`src/rtl/sprite_pkg.sv`:
```
// Shared types and keycodes for sprite/enemy motion controllers.
package sprite_pkg;

  typedef enum logic [1:0] {
    MS_GROUND = 2'd0,
    MS_RISE   = 2'd1,
    MS_FALL   = 2'd2
  } motion_state_t;

  localparam logic [7:0] KEY_LEFT  = 8'h04;
  localparam logic [7:0] KEY_RIGHT = 8'h07;
  localparam logic [7:0] KEY_JUMP  = 8'h1A;
  localparam logic [7:0] KEY_DOWN  = 8'h16;

endpackage

```
`src/rtl/frame_tick_gen.sv`:
```
// Converts the frame strobe into a single-Clk tick on its rising edge.
module frame_tick_gen (
  input  logic Clk,
  input  logic Reset,
  input  logic i_strobe,
  output logic o_tick
);

  logic r_strobe_d;
  logic r_tick;

  always_ff @(posedge Clk) begin
    if (Reset) begin
      r_strobe_d <= 1'b0;
      r_tick     <= 1'b0;
    end else begin
      r_strobe_d <= i_strobe;
      r_tick     <= i_strobe & ~r_strobe_d;
    end
  end

  assign o_tick = r_tick;

endmodule

```
`src/rtl/sprite_motion_ctrl.sv`:
```
// Player sprite motion: walk, gravity, multi-jump, fast-fall, clamped to the play area.
module sprite_motion_ctrl
  import sprite_pkg::*;
#(
  parameter int COORD_W   = 10,
  parameter int VEL_W     = 6,
  parameter int X_MIN     = 203,
  parameter int X_MAX     = 436,
  parameter int Y_MIN     = 152,
  parameter int Y_MAX     = 327,
  parameter int X_START   = 230,
  parameter int Y_START   = 240,
  parameter int WALK_STEP = 2,
  parameter int JUMP_VEL  = 8,
  parameter int GRAVITY   = 1,
  parameter int VMAX_FALL = 8,
  parameter int MAX_JUMPS = 5
) (
  input  logic                             Clk,
  input  logic                             Reset,
  input  logic                             frame_clk,
  input  logic [7:0]                       keycode,
  input  logic [COORD_W-1:0]               DrawX,
  input  logic [COORD_W-1:0]               DrawY,
  input  logic [COORD_W-1:0]               Left_Dis,
  input  logic [COORD_W-1:0]               Right_Dis,
  input  logic [COORD_W-1:0]               Up_Dis,
  input  logic [COORD_W-1:0]               Bottom_Dis,
  output logic [COORD_W-1:0]               pos_x,
  output logic [COORD_W-1:0]               pos_y,
  output logic [COORD_W-1:0]               map_x,
  output logic [COORD_W-1:0]               map_y,
  output logic [1:0]                       mstate,
  output logic                             facing,
  output logic [$clog2(MAX_JUMPS+1)-1:0]   jumps_used,
  output logic                             draw_sprite
);

  localparam int JW = $clog2(MAX_JUMPS + 1);
  localparam logic [COORD_W:0]          LX_MIN  = (COORD_W+1)'(X_MIN);
  localparam logic [COORD_W:0]          LX_MAX  = (COORD_W+1)'(X_MAX);
  localparam logic [COORD_W:0]          LSTEP   = (COORD_W+1)'(WALK_STEP);
  localparam logic signed [COORD_W+1:0] LY_MIN  = (COORD_W+2)'(Y_MIN);
  localparam logic signed [COORD_W+1:0] LY_MAX  = (COORD_W+2)'(Y_MAX);
  localparam logic signed [VEL_W-1:0]   LJUMP   = VEL_W'(-JUMP_VEL);
  localparam logic signed [VEL_W-1:0]   LVMAX   = VEL_W'(VMAX_FALL);
  localparam logic signed [VEL_W:0]     LVMAX_E = (VEL_W+1)'(VMAX_FALL);
  localparam logic signed [VEL_W:0]     LGRAV_E = (VEL_W+1)'(GRAVITY);
  localparam logic [JW-1:0]             LMAXJ   = JW'(MAX_JUMPS);

  logic                      w_tick;
  logic [COORD_W-1:0]        r_x, r_y, w_x_next, w_y_next;
  logic signed [VEL_W-1:0]   r_vy, w_vy_next, w_vy_cmd;
  logic signed [VEL_W:0]     w_vy_grav;
  logic signed [COORD_W+1:0] w_y_sum;
  logic [COORD_W:0]          w_x_right;
  motion_state_t             r_mstate, w_mstate_next;
  logic                      r_facing, w_facing_next;
  logic [JW-1:0]             r_jumps, w_jumps_next, w_jumps_cmd;
  logic                      r_prev_jump, w_is_jump, w_jp, w_airborne;

  frame_tick_gen u_tick (
    .Clk      (Clk),
    .Reset    (Reset),
    .i_strobe (frame_clk),
    .o_tick   (w_tick)
  );

  always_ff @(posedge Clk) begin
    if (Reset) begin
      r_x         <= COORD_W'(X_START);
      r_y         <= COORD_W'(Y_START);
      r_vy        <= '0;
      r_mstate    <= MS_FALL;
      r_facing    <= 1'b1;
      r_jumps     <= '0;
      r_prev_jump <= 1'b0;
    end else if (w_tick) begin
      r_x         <= w_x_next;
      r_y         <= w_y_next;
      r_vy        <= w_vy_next;
      r_mstate    <= w_mstate_next;
      r_facing    <= w_facing_next;
      r_jumps     <= w_jumps_next;
      r_prev_jump <= w_is_jump;
    end
  end

  always_comb begin
    w_x_next      = r_x;
    w_facing_next = r_facing;
    w_x_right     = {1'b0, r_x} + LSTEP;
    if (keycode == KEY_LEFT) begin
      w_facing_next = 1'b0;
      // Test before subtracting so the left clamp can never wrap.
      if ({1'b0, r_x} < LX_MIN + LSTEP) w_x_next = LX_MIN[COORD_W-1:0];
      else                              w_x_next = r_x - LSTEP[COORD_W-1:0];
    end else if (keycode == KEY_RIGHT) begin
      w_facing_next = 1'b1;
      if (w_x_right > LX_MAX) w_x_next = LX_MAX[COORD_W-1:0];
      else                    w_x_next = w_x_right[COORD_W-1:0];
    end

    w_is_jump   = (keycode == KEY_JUMP);
    w_jp        = w_is_jump & ~r_prev_jump;
    w_airborne  = (r_mstate != MS_GROUND);
    w_vy_grav   = (VEL_W+1)'(r_vy) + LGRAV_E;
    w_jumps_cmd = r_jumps;
    if (w_jp && (r_jumps < LMAXJ)) begin
      w_vy_cmd    = LJUMP;
      w_jumps_cmd = r_jumps + JW'(1);
    end else if (w_airborne && (keycode == KEY_DOWN)) begin
      w_vy_cmd = LVMAX;
    end else if (w_airborne) begin
      w_vy_cmd = (w_vy_grav > LVMAX_E) ? LVMAX : w_vy_grav[VEL_W-1:0];
    end else begin
      w_vy_cmd = '0;
    end

    w_y_sum = signed'({2'b00, r_y}) + (COORD_W+2)'(w_vy_cmd);
    w_y_next      = w_y_sum[COORD_W-1:0];
    w_vy_next     = w_vy_cmd;
    w_jumps_next  = w_jumps_cmd;
    w_mstate_next = (w_vy_cmd < 0) ? MS_RISE : MS_FALL;
    if (w_y_sum >= LY_MAX) begin
      w_y_next      = LY_MAX[COORD_W-1:0];
      w_vy_next     = '0;
      w_mstate_next = MS_GROUND;
      w_jumps_next  = '0;
    end else if (w_y_sum <= LY_MIN) begin
      w_y_next      = LY_MIN[COORD_W-1:0];
      w_vy_next     = '0;
      w_mstate_next = MS_FALL;
    end
  end

  // Hitbox sums carry one extra bit so edge-of-screen extents never wrap.
  always_comb begin
    draw_sprite = ({1'b0, DrawX} + {1'b0, Left_Dis} >= {1'b0, r_x})
                & ({1'b0, DrawX} <= {1'b0, r_x} + {1'b0, Right_Dis})
                & ({1'b0, DrawY} + {1'b0, Up_Dis} >= {1'b0, r_y})
                & ({1'b0, DrawY} <= {1'b0, r_y} + {1'b0, Bottom_Dis});
  end

  assign pos_x      = r_x;
  assign pos_y      = r_y;
  assign map_x      = r_x - COORD_W'(X_MIN);
  assign map_y      = r_y - COORD_W'(Y_MIN);
  assign mstate     = r_mstate;
  assign facing     = r_facing;
  assign jumps_used = r_jumps;

endmodule

```
`config.mk`:
```
export PLATFORM = sky130hd
export DESIGN_NAME = sprite_motion_ctrl
export DESIGN_NICKNAME = d
export VERILOG_FILES = /design/src/rtl/sprite_pkg.sv /design/src/rtl/frame_tick_gen.sv /design/src/rtl/sprite_motion_ctrl.sv
export SDC_FILE = /design/constraint.sdc
export NUM_CORES = 1
export LEC_CHECK = 0
export ABC_CLOCK_PERIOD_IN_PS = 5500
export BUFFER_PORTS_ARGS = -buffer_cell sky130_fd_sc_hd__buf_2
export CORE_MARGIN = 5
export CORE_UTILIZATION = 60
export DETAILED_ROUTE_END_ITERATION = 12
export PLACE_DENSITY = 0.87
export SYNTH_ARGS = -nofsm -noshare
export SYNTH_HDL_FRONTEND = slang
export SYNTH_SLANG_ARGS = --single-unit
```
`constraint.sdc`:
```
create_clock -name Clk -period 5.5 [get_ports Clk]
set_input_delay 0.275 -clock Clk [delete_from_list [all_inputs] [get_ports Clk]]
set_output_delay 0.275 -clock Clk [all_outputs]
set_load 0.01 [all_outputs]
```
==> results.md <==
- Outcome: finished clean
- Cell Chain, Critical Path: ha_1, fa_1, a21o_1, a21oi_1, nor2b_1, o21a_1, o41ai_1, xor2_1, ha_1, nand3_1, nor4_1, a2111oi_0, a32oi_1, o211a_1, buf_2
- Final setup viols: 0
- Max-Cap Viols: 0
- Hold Path Class: in -> reg
- Post-synth EDFFs: 0
- Reg2reg end: mstate[1]
- Seq/Total Area, Yosys: between 10% and 20%
- Post-placement cell count: just under 900
- I/O pins: roughly 120
- Post-Synthesis Cells: approximately 700
- Most common cell on crit path: ha_1
- Count leader, synth: ha_1
- Fillers: a little over 700
- Largest net degree at the start of global routing: 29
- Rows: 34
- Crit end category: primary output
- GRT overflow: 0
- Slew HR: 55.10%
- Die area: approximately 11000 um^2
- Clock Root Buffer: clkbuf_8
- H-Tree Depth: 2
- Post-DRT Antenna Nets: 0
- Place WS: between 1000 and 1500 ps
- Setup CP Type: reg -> out
- Initial antenna violation count: 0
- Syn_nets: 867
- Yosys cell types: between 70 and 80
- Latest clock arrival within the worst-skew pair: 290 ps
- Worst-Margin Slew: 671.7 ps
- Final HPWL from detailed placement: 12.30 mm
- Yosys top cell by area: ha_1
- Number of global-route vias before repair: 5546
- Final Hold Fails: 0
- Via/cell ratio: 6.273
- Unrepaired setup endpoints after global routing: false
- Drt first pass iters: 5
- Setup tns final: 0 ps
- Tot GR Track Use: between 20% and 30%
- Worst path slowest cell: o41ai_1
- Global-route wire length before repair: around 25 mm
- Clock tree from TritonCTS: done
- GPL Wtd Cong: 0.9202
- WL/cell: between 15 and 20 um
- Layout area overhead: 12.86%
- FF-to-FF Start: r_vy[0]
- Top cells by count, synth: ha_1 (101), a21oi_1 (68), nand2_1 (47)
- Port bufs: approximately 120
- Fin worst setup slack: about 1100 ps
- CTS Hold Bufs: 0
- Worst Path Arrival: 4100 ps
- Worst hold path startpoint: frame_clk
- Warnings from Yosys: 0
- Clock sinks: 34
- CP required: about 5200 ps
- Largest delay share family, worst path: compound AO/OA/AOI/OAI gates
- Syn Area/Cell: ~7.9 um^2
- Power Density: between 100 and 150 nW/um^2
- DRC errors left: 0
- Min Tclk post-route: roughly 4400 ps
- Max VDD drop: about 0.094 mV
- Yosys top cell area share: a little under a quarter
- Core Area: ~8800 um^2
- Synth Flop Type: dfxtp_1
- Worst reg-to-reg path cell count: 18
- Die X: approximately 110 um
- Final Power: ~0.87 mW
- Layout Nets: 969
- Initial DRC count: ~200
- Seq cells post-synth: 34
- Netlist area before placement: approximately 5400 um^2
- LEAKAGE: 2.937 nW
- Critical path launch point type: flip-flop
- CP peak stage delay: about 520 ps
- Slew Viols, Final: 0
- Fin crit share: 79.56%
- Via count: roughly 5700
- Postcts setup bufs: 0
- Finished Layout Cells: roughly 900
- Share of layout cells above drive strength 1: 18.92%
- Gates resized, CTS repair: 0
- Ys async rst share: 0%
- Fmax: 0.2285 GHz
- TritonCTS Buffers: 5
- Critical Path Fanout Max: 6
- Wirelength, routed: 15.09 mm
- Area contributors post-synth: ha_1 (23%), dfxtp_1 (13%), xnor2_1 (6.3%)
- Antenna cells: 0
- Clock buffer depth: 2
- Hold endpoint: u_tick.r_strobe_d
- Crit path buf inv count: 1
- Hold Crit Depth: 2
- Reg clk slew, reported paths: roughly 70 ps
- Register-to-Register Setup Slack: ~1200 ps
- Die height: between 100 and 150 um
- Initial Util: 62.05%
- Clock Skews: just under 10 ps
[flip-flops by register name (all words and copies together), names as in the netlist]
name               flops
pos_x                 10
pos_y                 10
r_vy                   5
jumps_used             3
mstate                 2
facing                 1
r_prev_jump            1
u_tick.o_tick          1
u_tick.r_strobe_d      1
[power by group]
part           internal (mW)  switching (mW)  total [mW]
Sequential             0.252          0.0150       0.267
Clock                  0.101          0.0931       0.194
Combinational          0.188           0.222       0.410
[layout by cell type (no fill, tap or decap), types with 9 or more instances in the layout]
cell	n
xnor2_1	39
a211oi_1	9
nor2_1	40
nor2b_1	12
nand2_1	47
inv_1	40
xor2_1	17
o21a_1	10
nand2b_1	11
nor3_1	21
a21o_1	28
ha_1	101
a21oi_1	68
dfxtp_1	34
o21bai_1	9
nand3_1	17
o21ai_0	42
buf_2	117
[area by class of cell]
cell class | count | area, um^2 | share of cell area [%]
Multi-Input combinational cell | 592 | 4487 | 73.11
Inverter | 42 | 157.7 | 2.569
Clock buffer | 7 | 86.33 | 1.407
Tap cell | 108 | 135.1 | 2.202
Timing Repair Buffer | 117 | 585.6 | 9.541
Clock inverter | 1 | 5.005 | 0.08155
Sequential cell | 34 | 680.7 | 11.09
[stage by stage]
step / hold slack [ps] / instance area (um^2) / utilization [%]
6_report: 232.4 / 6137 / 70.03
5_1_grt: 245.8 / 6137 / 70.03
4_1_cts: 239.0 / 6137 / 70.03
3_5_place_dp: 374.2 / 6046 / 68.99
3_3_place_gp: 372.8 / 6046 / 68.99
2_1_floorplan: 367.4 / 5438 / -
[worst max path at each step]
stage               slack, ps  depth (start not counted)           to  startpoint
finish                   1120                         15  draw_sprite    pos_y[0]
global route              790                         18    mstate[1]     r_vy[0]
CTS                      1150                         15  draw_sprite    pos_y[0]
detailed placement       1180                         18    mstate[1]     r_vy[0]
global placement         1410                         18    mstate[1]     r_vy[0]
floorplan                1790                         19      r_vy[2]     r_vy[0]
[cell families after synthesis]
kind of cell | synth area share [%]
buf+inv | 4.970
mux | 0.6902
compound gates | 29.34
simple gates | 18.38
fa+ha+maj | 25.08
xor+xnor | 9.020
flops | 12.52
[routing by layer]
metal / up-vias / part of all wire, % / global-route usage (%)
met2: 234 / 50 / 47.32
li1: 2740 / - / -
met1: 2633 / 41 / 31.08
met4: 0 / 3.0 / 8.493
met3: 45 / 6.1 / 3.391
met5: - / 0 / 0
(Power assumes the default switching activity.)
